--- src/rtl/shift_seq_ctrl.sv ---
// Sequencer for an external universal shift register: one load cycle, then N shifts.
// Optional abort input/aborted output enabled by defining SHIFT_SEQ_ABORT_EN.
module shift_seq_ctrl #(
  parameter int WIDTH = 8,
  parameter int CNTW  = 4
) (
  input  logic             clk,
  input  logic             reset,
  input  logic             start_valid,
  output logic             start_ready,
  input  logic [WIDTH-1:0] start_data,
  input  logic             start_dir,
  input  logic [CNTW-1:0]  start_count,
  input  logic             hold,
`ifdef SHIFT_SEQ_ABORT_EN
  input  logic             abort,
  output logic             aborted,
`endif
  output logic [1:0]       sr_mode,
  output logic [WIDTH-1:0] sr_datain,
  input  logic [WIDTH-1:0] sr_dataout,
  output logic             ser_out,
  output logic             ser_valid,
  output logic             busy,
  output logic             done
);

  typedef enum logic [1:0] {IDLE, LOAD, SHIFT, DONE} state_t;

  localparam logic [CNTW-1:0] MAX_COUNT = CNTW'(WIDTH);

  state_t           state, next_state;
  logic [WIDTH-1:0] data_q;
  logic             dir_q;
  logic [CNTW-1:0]  count_q;
  logic [CNTW-1:0]  count_clamped;
  logic             shift_en;
  logic             abort_req;

`ifdef SHIFT_SEQ_ABORT_EN
  assign abort_req = abort;
`else
  assign abort_req = 1'b0;
`endif

  assign count_clamped = (start_count > MAX_COUNT) ? MAX_COUNT : start_count;

  always_ff @(posedge clk or negedge reset) begin
    if (!reset) begin
      state   <= IDLE;
      data_q  <= '0;
      dir_q   <= 1'b0;
      count_q <= '0;
    end else begin
      state <= next_state;
      if (state == IDLE && start_valid) begin
        data_q  <= start_data;
        dir_q   <= start_dir;
        count_q <= count_clamped;
      end else if (shift_en) begin
        count_q <= count_q - CNTW'(1);
      end
    end
  end

  always_comb begin
    next_state  = state;
    start_ready = 1'b0;
    sr_mode     = 2'b00;
    sr_datain   = '0;
    ser_out     = 1'b0;
    ser_valid   = 1'b0;
    busy        = (state != IDLE);
    done        = 1'b0;
    shift_en    = 1'b0;
    case (state)
      IDLE: begin
        start_ready = 1'b1;
        if (start_valid) next_state = LOAD;
      end
      LOAD: begin
        if (abort_req) begin
          next_state = IDLE;
        end else begin
          sr_mode    = 2'b11;
          sr_datain  = data_q;
          next_state = (count_q != '0) ? SHIFT : DONE;
        end
      end
      SHIFT: begin
        // Abort wins over hold; hold freezes both the register and the count
        if (abort_req) begin
          next_state = IDLE;
        end else if (!hold) begin
          shift_en  = 1'b1;
          ser_valid = 1'b1;
          sr_mode   = dir_q ? 2'b10 : 2'b01;
          ser_out   = dir_q ? sr_dataout[0] : sr_dataout[WIDTH-1];
          if (count_q == CNTW'(1)) next_state = DONE;
        end
      end
      DONE: begin
        done       = 1'b1;
        next_state = IDLE;
      end
      default: next_state = IDLE;
    endcase
`ifdef SHIFT_SEQ_ABORT_EN
    aborted = abort_req && (state == LOAD || state == SHIFT);
`endif
  end

endmodule

--- config.mk ---
export PLATFORM = sky130hd
export DESIGN_NAME = shift_seq_ctrl
export DESIGN_NICKNAME = d
export VERILOG_FILES = /design/src/rtl/shift_seq_ctrl.sv
export SDC_FILE = /design/constraint.sdc
export NUM_CORES = 1
export LEC_CHECK = 0
export ABC_CLOCK_PERIOD_IN_PS = 2200
export BUFFER_PORTS_ARGS = -buffer_cell sky130_fd_sc_hd__buf_2
export CORE_UTILIZATION = 25
export DETAILED_ROUTE_END_ITERATION = 12
export SLEW_MARGIN = 5
export SYNTH_ARGS = -nofsm -noshare
export SYNTH_HDL_FRONTEND = slang
export SYNTH_SLANG_ARGS = --single-unit
--- constraint.sdc ---
create_clock -name clk -period 2.2 [get_ports clk]
set_input_delay 0.11 -clock clk [delete_from_list [all_inputs] [get_ports clk]]
set_output_delay 0.11 -clock clk [all_outputs]
set_load 0.005 [all_outputs]
==> results.py, run 1 <==
metrics = {
    "sta": {
        "period_minus_slack_ns": 1.95,
        "fmax_mhz": 513,
        "worst_margin_slew_ns": 0.440,
        "setup_total_negative_slack_ns": 0,
        "hold_ws_ns": 0.0441,
        "setup_viol": 0,
        "maxSlewViolCount": 0,
        "layout_worst_path_cycle_share": 0.886,
        "finClkSkew_ns": 0.0132,
        "rsz0062_at_grt": "false",
        "max_slew_headroom": 0.699,
        "finalHoldViolCount": 0,
    },
    "grt": {
        "grt_usage": 0.110,
        "number_of_antenna_violations_at_the_first_check_in_global_routing": 0,
        "grt_first_pass_wirelength_mm": 3.04,
        "number_of_global_route_vias_before_repair": 714,
        "total_overflow_reported_by_the_global_router": 0,
        "grt_max_degree": 19,
    },
    "place": {
        "portBuffers": 33,
        "place_congestion": 0.727,
        "post-dp-hpwl_mm": 1.46,
    },
    "clock_network": {
        "clkLatencyLatePin_ns": 0.29,
        "buffers_from_clock_root_to_sink_at_most": 2,
        "ctsResizeCount": 0,
        "clock_tree.root_cell": "sky130_fd_sc_hd__clkbuf_4",
        "clock_tree.htree_level_count": 1,
        "cts_tree": "done",
        "holdBufCountCts": 1,
        "cts.clk_slew.worst_paths_ns": 0.11,
        "cts_post_setup_buffers_inserted": 0,
        "tritoncts_num_sinks": 15,
        "numCtsBuffers": 3,
    },
    "cells_and_area": {
        "areaGrowthSynthToFinish_pct": 29.1,
        "antenna_cells": 0,
        "final_layout_size_suffix_gt1_frac": 0.417,
        "finish.net_count": 149,
    },
    "yosys": {
        "synth-warning-count": 0,
        "synthesis.nets": 112,
        "syn_area_per_cell_sq_um": 11.1,
        "flip_flop_and_latch_count_after_synthesis": 15,
        "post_synth_main_area_contributors": "sky130_fd_sc_hd__dfrtp_1 (43%), sky130_fd_sc_hd__mux2_2 (13%), sky130_fd_sc_hd__ha_1 (11%)",
        "synthesis.instances": 79,
        "synthesis.area_sq_um": 877,
        "seq_area_frac_synth": 0.428,
        "yosys.cell_types.count": 25,
        "post-synth-top-area-cell": "sky130_fd_sc_hd__dfrtp_1",
        "yosys.area.top_type_share": 0.428,
    },
    "drt": {
        "drt.antenna.violating_nets": 0,
        "drt_pass1_iterations": 2,
        "routed_wirelength_mm": 1.84,
        "initialDrtViolationCount": 3,
        "post_drt_via_cell_ratio": 4.39,
        "post_drt_wl_per_cell_um": 11.4,
        "detailroute.via_count": 707,
        "drc": 0,
    },
    "floorplanning": {
        "ioPinCount": 40,
        "die-height_um": 61.2,
        "die-width_um": 61.2,
        "floorplan.rows": 21,
        "initial_core_util": 0.263,
        "core_area_sq_um": 3340,
        "die_area_sq_um": 3750,
    },
    "min_path": {
        "hold_depth": 2,
        "holdCritPathClass": "primary input to flip-flop",
    },
    "worst_setup_path": {
        "ff2ff_path_depth": 5,
        "critPathArrivalTime_ns": 2.16,
        "timing.critical_path.to_type": "flip-flop",
        "critPathLaunchType": "flip-flop",
        "timing.critical_path.required_ns": 2.41,
        "timing.setup.critical_path_class": "flip-flop to flip-flop",
        "path_max_fanout": 6,
    },
    "pwr": {
        "peakVddDrop_mv": 0.486,
        "static-leakage-power_nw": 0.552,
        "cellPowerDensity_nw_per_um2": 1230,
    },
    "job": {
        "maxCapViolations": 0,
    },
    "run_status": {
        "outcome": "finished, final reports clean",
    },
}
-- cells in the mapped netlist --
library cell	count
sky130_fd_sc_hd__a2111oi_0	1
sky130_fd_sc_hd__a211oi_1	1
sky130_fd_sc_hd__a21oi_1	5
sky130_fd_sc_hd__and2_1	8
sky130_fd_sc_hd__clkbuf_1	2
sky130_fd_sc_hd__dfrtp_1	15
sky130_fd_sc_hd__ha_1	8
sky130_fd_sc_hd__inv_1	6
sky130_fd_sc_hd__mux2_2	10
sky130_fd_sc_hd__mux2i_1	1
sky130_fd_sc_hd__nand2_1	1
sky130_fd_sc_hd__nand2_2	1
sky130_fd_sc_hd__nand2b_1	1
sky130_fd_sc_hd__nand3b_1	2
sky130_fd_sc_hd__nor2_1	2
sky130_fd_sc_hd__nor2b_1	2
sky130_fd_sc_hd__nor3_1	1
sky130_fd_sc_hd__nor4bb_1	1
sky130_fd_sc_hd__o211ai_1	3
sky130_fd_sc_hd__o21a_1	1
sky130_fd_sc_hd__o21ai_0	1
sky130_fd_sc_hd__o2bb2ai_1	1
sky130_fd_sc_hd__or4b_1	3
sky130_fd_sc_hd__xnor2_1	1
sky130_fd_sc_hd__xor2_1	1
-- kinds of logic (layout without fill, tap and decap cells) --
family / count (synthesis) / in the layout / synth area share
simple gates: 22 / 22 / 0.167
flops: 15 / 15 / 0.428
compound gates: 13 / 13 / 0.0970
mux: 11 / 11 / 0.140
fa+ha+maj: 8 / 8 / 0.114
buf+inv: 8 / 44 / 0.0342
xor+xnor: 2 / 2 / 0.0200
-- routing by layer --
layer | global-route usage | vias to the layer above | share of wire
li1 | - | 349 | -
met1 | 0.135 | 331 | 0.42
met2 | 0.185 | 23 | 0.51
met3 | 0.0252 | 4 | 0.050
met4 | 0.0487 | 0 | 0.010
met5 | 0 | - | 0
-- critical path, cell delays in order, from the launching register on --
cell,delay (ns)
sky130_fd_sc_hd__dfrtp_1,0.42
sky130_fd_sc_hd__inv_1,0.15
sky130_fd_sc_hd__ha_1,0.28
sky130_fd_sc_hd__or4b_1,0.47
sky130_fd_sc_hd__or4b_1,0.47
sky130_fd_sc_hd__o211ai_1,0.09
-- final cells by class --
cell class	count	area [sq um]
clock inverters	1	7.51
multi-input cells	56	472
inverters	6	22.5
repair buffers	34	175
fillers	361	2200
flip-flops and latches	15	375
well taps	46	57.6
clock buffers	3	22.5
-- sequential cells by signal (all words and copies together) (netlist names) --
signal and count:
data_q 8, count_q 4, state 2, dir_q 1
-- where the power goes --
group	leakage [nW]	total (mW)	internal [mW]	switching, mW
Sequential	0.178	0.527	0.420	0.107
Combinational	0.361	0.695	0.373	0.322
Clock	0.0139	0.166	0.0690	0.0972
-- final timing paths --
path	startpoint	endpoint	slack (ns)
setup / recovery	state[0]$_DFFE_PN0P_	count_q[3]$_DFFE_PN0P_	0.25
setup reg to reg	state[0]$_DFFE_PN0P_	count_q[3]$_DFFE_PN0P_	0.25
max in group asynchronous	reset	state[1]$_DFFE_PN0P_	1.68
hold / removal	start_data[4]	data_q[4]$_DFFE_PN0P_	0.04
hold reg to reg	data_q[0]$_DFFE_PN0P_	data_q[0]$_DFFE_PN0P_	0.51
min in group asynchronous	reset	data_q[6]$_DFFE_PN0P_	0.25
-- per-stage QoR --
| stage | cells | util | setup slack, ns | power, mW | area (sq um) |
|---|---|---|---|---|---|
| 2_1_floorplan | 79 | - | 0.388 | 0.997 | 877 |
| 3_3_place_gp | 156 | 0.327 | 0.306 | 1.21 | 1090 |
| 3_5_place_dp | 156 | 0.327 | 0.249 | 1.24 | 1090 |
| 4_1_cts | 161 | 0.339 | 0.242 | 1.42 | 1130 |
| 5_1_grt | 161 | 0.339 | 0.0928 | 1.54 | 1130 |
| 6_report | 161 | 0.339 | 0.251 | 1.39 | 1130 |
-- cell usage in the layout (no fill, tap or decap), types with 3 or more instances in the layout --
master                      n
sky130_fd_sc_hd__buf_2     33
sky130_fd_sc_hd__dfrtp_1   15
sky130_fd_sc_hd__mux2_2    10
sky130_fd_sc_hd__and2_1     8
sky130_fd_sc_hd__ha_1       8
sky130_fd_sc_hd__inv_1      6
sky130_fd_sc_hd__a21oi_1    5
sky130_fd_sc_hd__or4b_1     3
sky130_fd_sc_hd__o211ai_1   3
sky130_fd_sc_hd__clkbuf_4   3
No activity file was read; power rests on OpenSTA's default activity.
==> run 2, diff against run 1 <==
--- a/config.mk
+++ b/config.mk
@@ -9,6 +9,7 @@
 export BUFFER_PORTS_ARGS = -buffer_cell sky130_fd_sc_hd__buf_2
 export CORE_UTILIZATION = 25
 export DETAILED_ROUTE_END_ITERATION = 12
+export PLACE_DENSITY = 0.44
 export SLEW_MARGIN = 5
 export SYNTH_ARGS = -nofsm -noshare
 export SYNTH_HDL_FRONTEND = slang
==> run 2 against run 1 <==
Compared with the run above:
- sequential power barely moved
- via count increased by 0.42%
- routed wire length is 1.4% lower
- hold slack got worse by 0.0042 ns
- utilization stayed put
- register-to-register slack got worse by 0.03 ns
- first-iteration DRC count grew to 6.7 times the previous value
- clock skew shrank 0.013 ns
- cell count did not move
- global-route usage is 0.42 points lower
- highest routed layer unchanged
==> results.py, run 2 (synthesis gave the netlist of run 1 again) <==
metrics = {
    "sta": {
        "period_minus_slack_ns": 1.97,
        "max_slew_headroom": 0.729,
        "layout_worst_path_cycle_share": 0.897,
        "maxSlewViolCount": 0,
        "finClkSkew_ns": 0.000644,
        "fmax_mhz": 507,
        "hold_ws_ns": 0.0399,
        "finalHoldViolCount": 0,
        "rsz0062_at_grt": "false",
        "worst_margin_slew_ns": 0.396,
        "setup_total_negative_slack_ns": 0,
        "setup_ws_ns": 0.226,
        "setup_viol": 0,
    },
    "grt": {
        "grt_max_degree": 19,
        "number_of_antenna_violations_at_the_first_check_in_global_routing": 0,
        "total_overflow_reported_by_the_global_router": 0,
        "grt_usage": 0.106,
        "grt_first_pass_wirelength_mm": 2.81,
        "number_of_global_route_vias_before_repair": 607,
    },
    "clock_network": {
        "cts.clk_slew.worst_paths_ns": 0.10,
        "clkLatencyLatePin_ns": 0.29,
        "clock_tree.root_cell": "sky130_fd_sc_hd__clkbuf_4",
        "cts_tree": "done",
        "clock_tree.htree_level_count": 1,
        "numCtsBuffers": 3,
        "buffers_from_clock_root_to_sink_at_most": 2,
        "tritoncts_num_sinks": 15,
        "ctsResizeCount": 0,
    },
    "floorplanning": {
        "die-width_um": 61.2,
        "core_area_sq_um": 3340,
        "initial_core_util": 0.263,
        "ioPinCount": 40,
        "die_area_sq_um": 3750,
        "floorplan.rows": 21,
        "die-height_um": 61.2,
    },
    "drt": {
        "drc": 0,
        "routed_wirelength_mm": 1.81,
        "post_drt_wl_per_cell_um": 11.3,
        "drt.antenna.violating_nets": 0,
        "post_drt_via_cell_ratio": 4.41,
        "detailroute.via_count": 710,
        "initialDrtViolationCount": 20,
        "drt_pass1_iterations": 4,
    },
    "pwr": {
        "comb_power_share": 0.498,
        "clock_power_share": 0.124,
        "peakVddDrop_mv": 0.414,
        "p_int_mw": 0.864,
        "finalPower_mw": 1.39,
        "p_switching_mw": 0.524,
        "static-leakage-power_nw": 0.552,
        "seq_power_share": 0.378,
        "cellPowerDensity_nw_per_um2": 1230,
        "power.share.switching": 0.378,
    },
    "worst_setup_path": {
        "path_max_fanout": 6,
        "timing.setup.critical_path_class": "flip-flop to flip-flop",
        "timing.critical_path.to_type": "flip-flop",
        "critPathArrivalTime_ns": 2.19,
        "timing.critical_path.required_ns": 2.41,
        "register_to_register_path_setup_slack_ns": 0.23,
        "critPathLaunchType": "flip-flop",
    },
    "cells_and_area": {
        "most-common-layout-cells": "sky130_fd_sc_hd__buf_2 (33), sky130_fd_sc_hd__dfrtp_1 (15), sky130_fd_sc_hd__mux2_2 (10)",
        "max_flop_register": "data_q",
        "areaGrowthSynthToFinish_pct": 29.1,
        "largest_registers": "data_q x8, count_q x4, state x2",
        "largest_reg_flops": 8,
        "layout.cells.most_common": "sky130_fd_sc_hd__buf_2",
        "antenna_cells": 0,
        "final_layout_size_suffix_gt1_frac": 0.417,
        "finish.net_count": 149,
        "layout.cell_area.non_filler_sq_um": 1130,
    },
    "job": {
        "maxCapViolations": 0,
    },
    "place": {
        "placement.cell_area_sq_um": 1090,
        "place_congestion": 0.683,
        "post-dp-hpwl_mm": 1.35,
        "portBuffers": 33,
        "pre_cts_slack_ns": 0.255,
    },
    "run_status": {
        "outcome": "finished, final reports clean",
    },
    "min_path": {
        "holdCritPathClass": "primary input to flip-flop",
    },
}
-- run 2: cell counts in the layout (fill, tap and decap cells not counted) --
Identical to the previous run, type by type.
-- run 2: routing by layer --
metal | part of all wire | track usage | wire [um]
met1 | 0.47 | 0.130 | 847
met5 | 0 | 0 | 0
met2 | 0.47 | 0.179 | 858
met3 | 0.055 | 0.0399 | 99
met4 | 0.0044 | 0.0195 | 8
-- run 2: power groups by stage --
| stage | clock, mW | sequential [mW] | combinational, mW |
|---|---|---|---|
| after floorplan | 0 | 0.503 | 0.495 |
| after global placement | 0 | 0.527 | 0.697 |
| after detailed placement | 0 | 0.530 | 0.704 |
| after CTS | 0.188 | 0.526 | 0.706 |
| after global routing | 0.194 | 0.548 | 0.790 |
| final | 0.172 | 0.525 | 0.691 |
-- run 2: per-stage QoR --
step,util,std cells
after CTS,0.339,161
after floorplan,-,79
after global routing,0.339,161
after global placement,0.327,156
final,0.339,161
after detailed placement,0.327,156
-- run 2: critical path, stage by stage (launching register included) --
cell,delay (ns)
sky130_fd_sc_hd__dfrtp_1,0.43
sky130_fd_sc_hd__inv_1,0.14
sky130_fd_sc_hd__ha_1,0.28
sky130_fd_sc_hd__or4b_1,0.47
sky130_fd_sc_hd__or4b_1,0.47
sky130_fd_sc_hd__o211ai_1,0.10
-- run 2: what timing repair did --
| action | in CTS | in global routing |
|---|---|---|
| setup buffers | 0 | 0 |
| hold endpoints to repair | 15 | 0 |
| hold buffers | 1 | 0 |
-- run 2: area by class of cell --
| cell class | count | area, sq um |
|---|---|---|
| inverter | 6 | 22.5 |
| fill | 372 | 2200 |
| clock buffer | 3 | 22.5 |
| timing repair buffer | 34 | 175 |
| multi-input combinational | 56 | 472 |
| sequential | 15 | 375 |
| clock inverter | 1 | 7.51 |
| tap | 46 | 57.6 |
-- run 2: final timing paths --
check | cells past startpoint | startpoint | end
worst min-delay path | 2 | start_data[2] | data_q[2]$_DFFE_PN0P_
worst max-delay path | 5 | state[0]$_DFFE_PN0P_ | count_q[3]$_DFFE_PN0P_
max in group asynchronous | 2 | reset | data_q[0]$_DFFE_PN0P_
worst max register to register | 5 | state[0]$_DFFE_PN0P_ | count_q[3]$_DFFE_PN0P_
worst min register to register | 1 | data_q[5]$_DFFE_PN0P_ | data_q[5]$_DFFE_PN0P_
min in group asynchronous | 2 | reset | count_q[2]$_DFFE_PN0P_
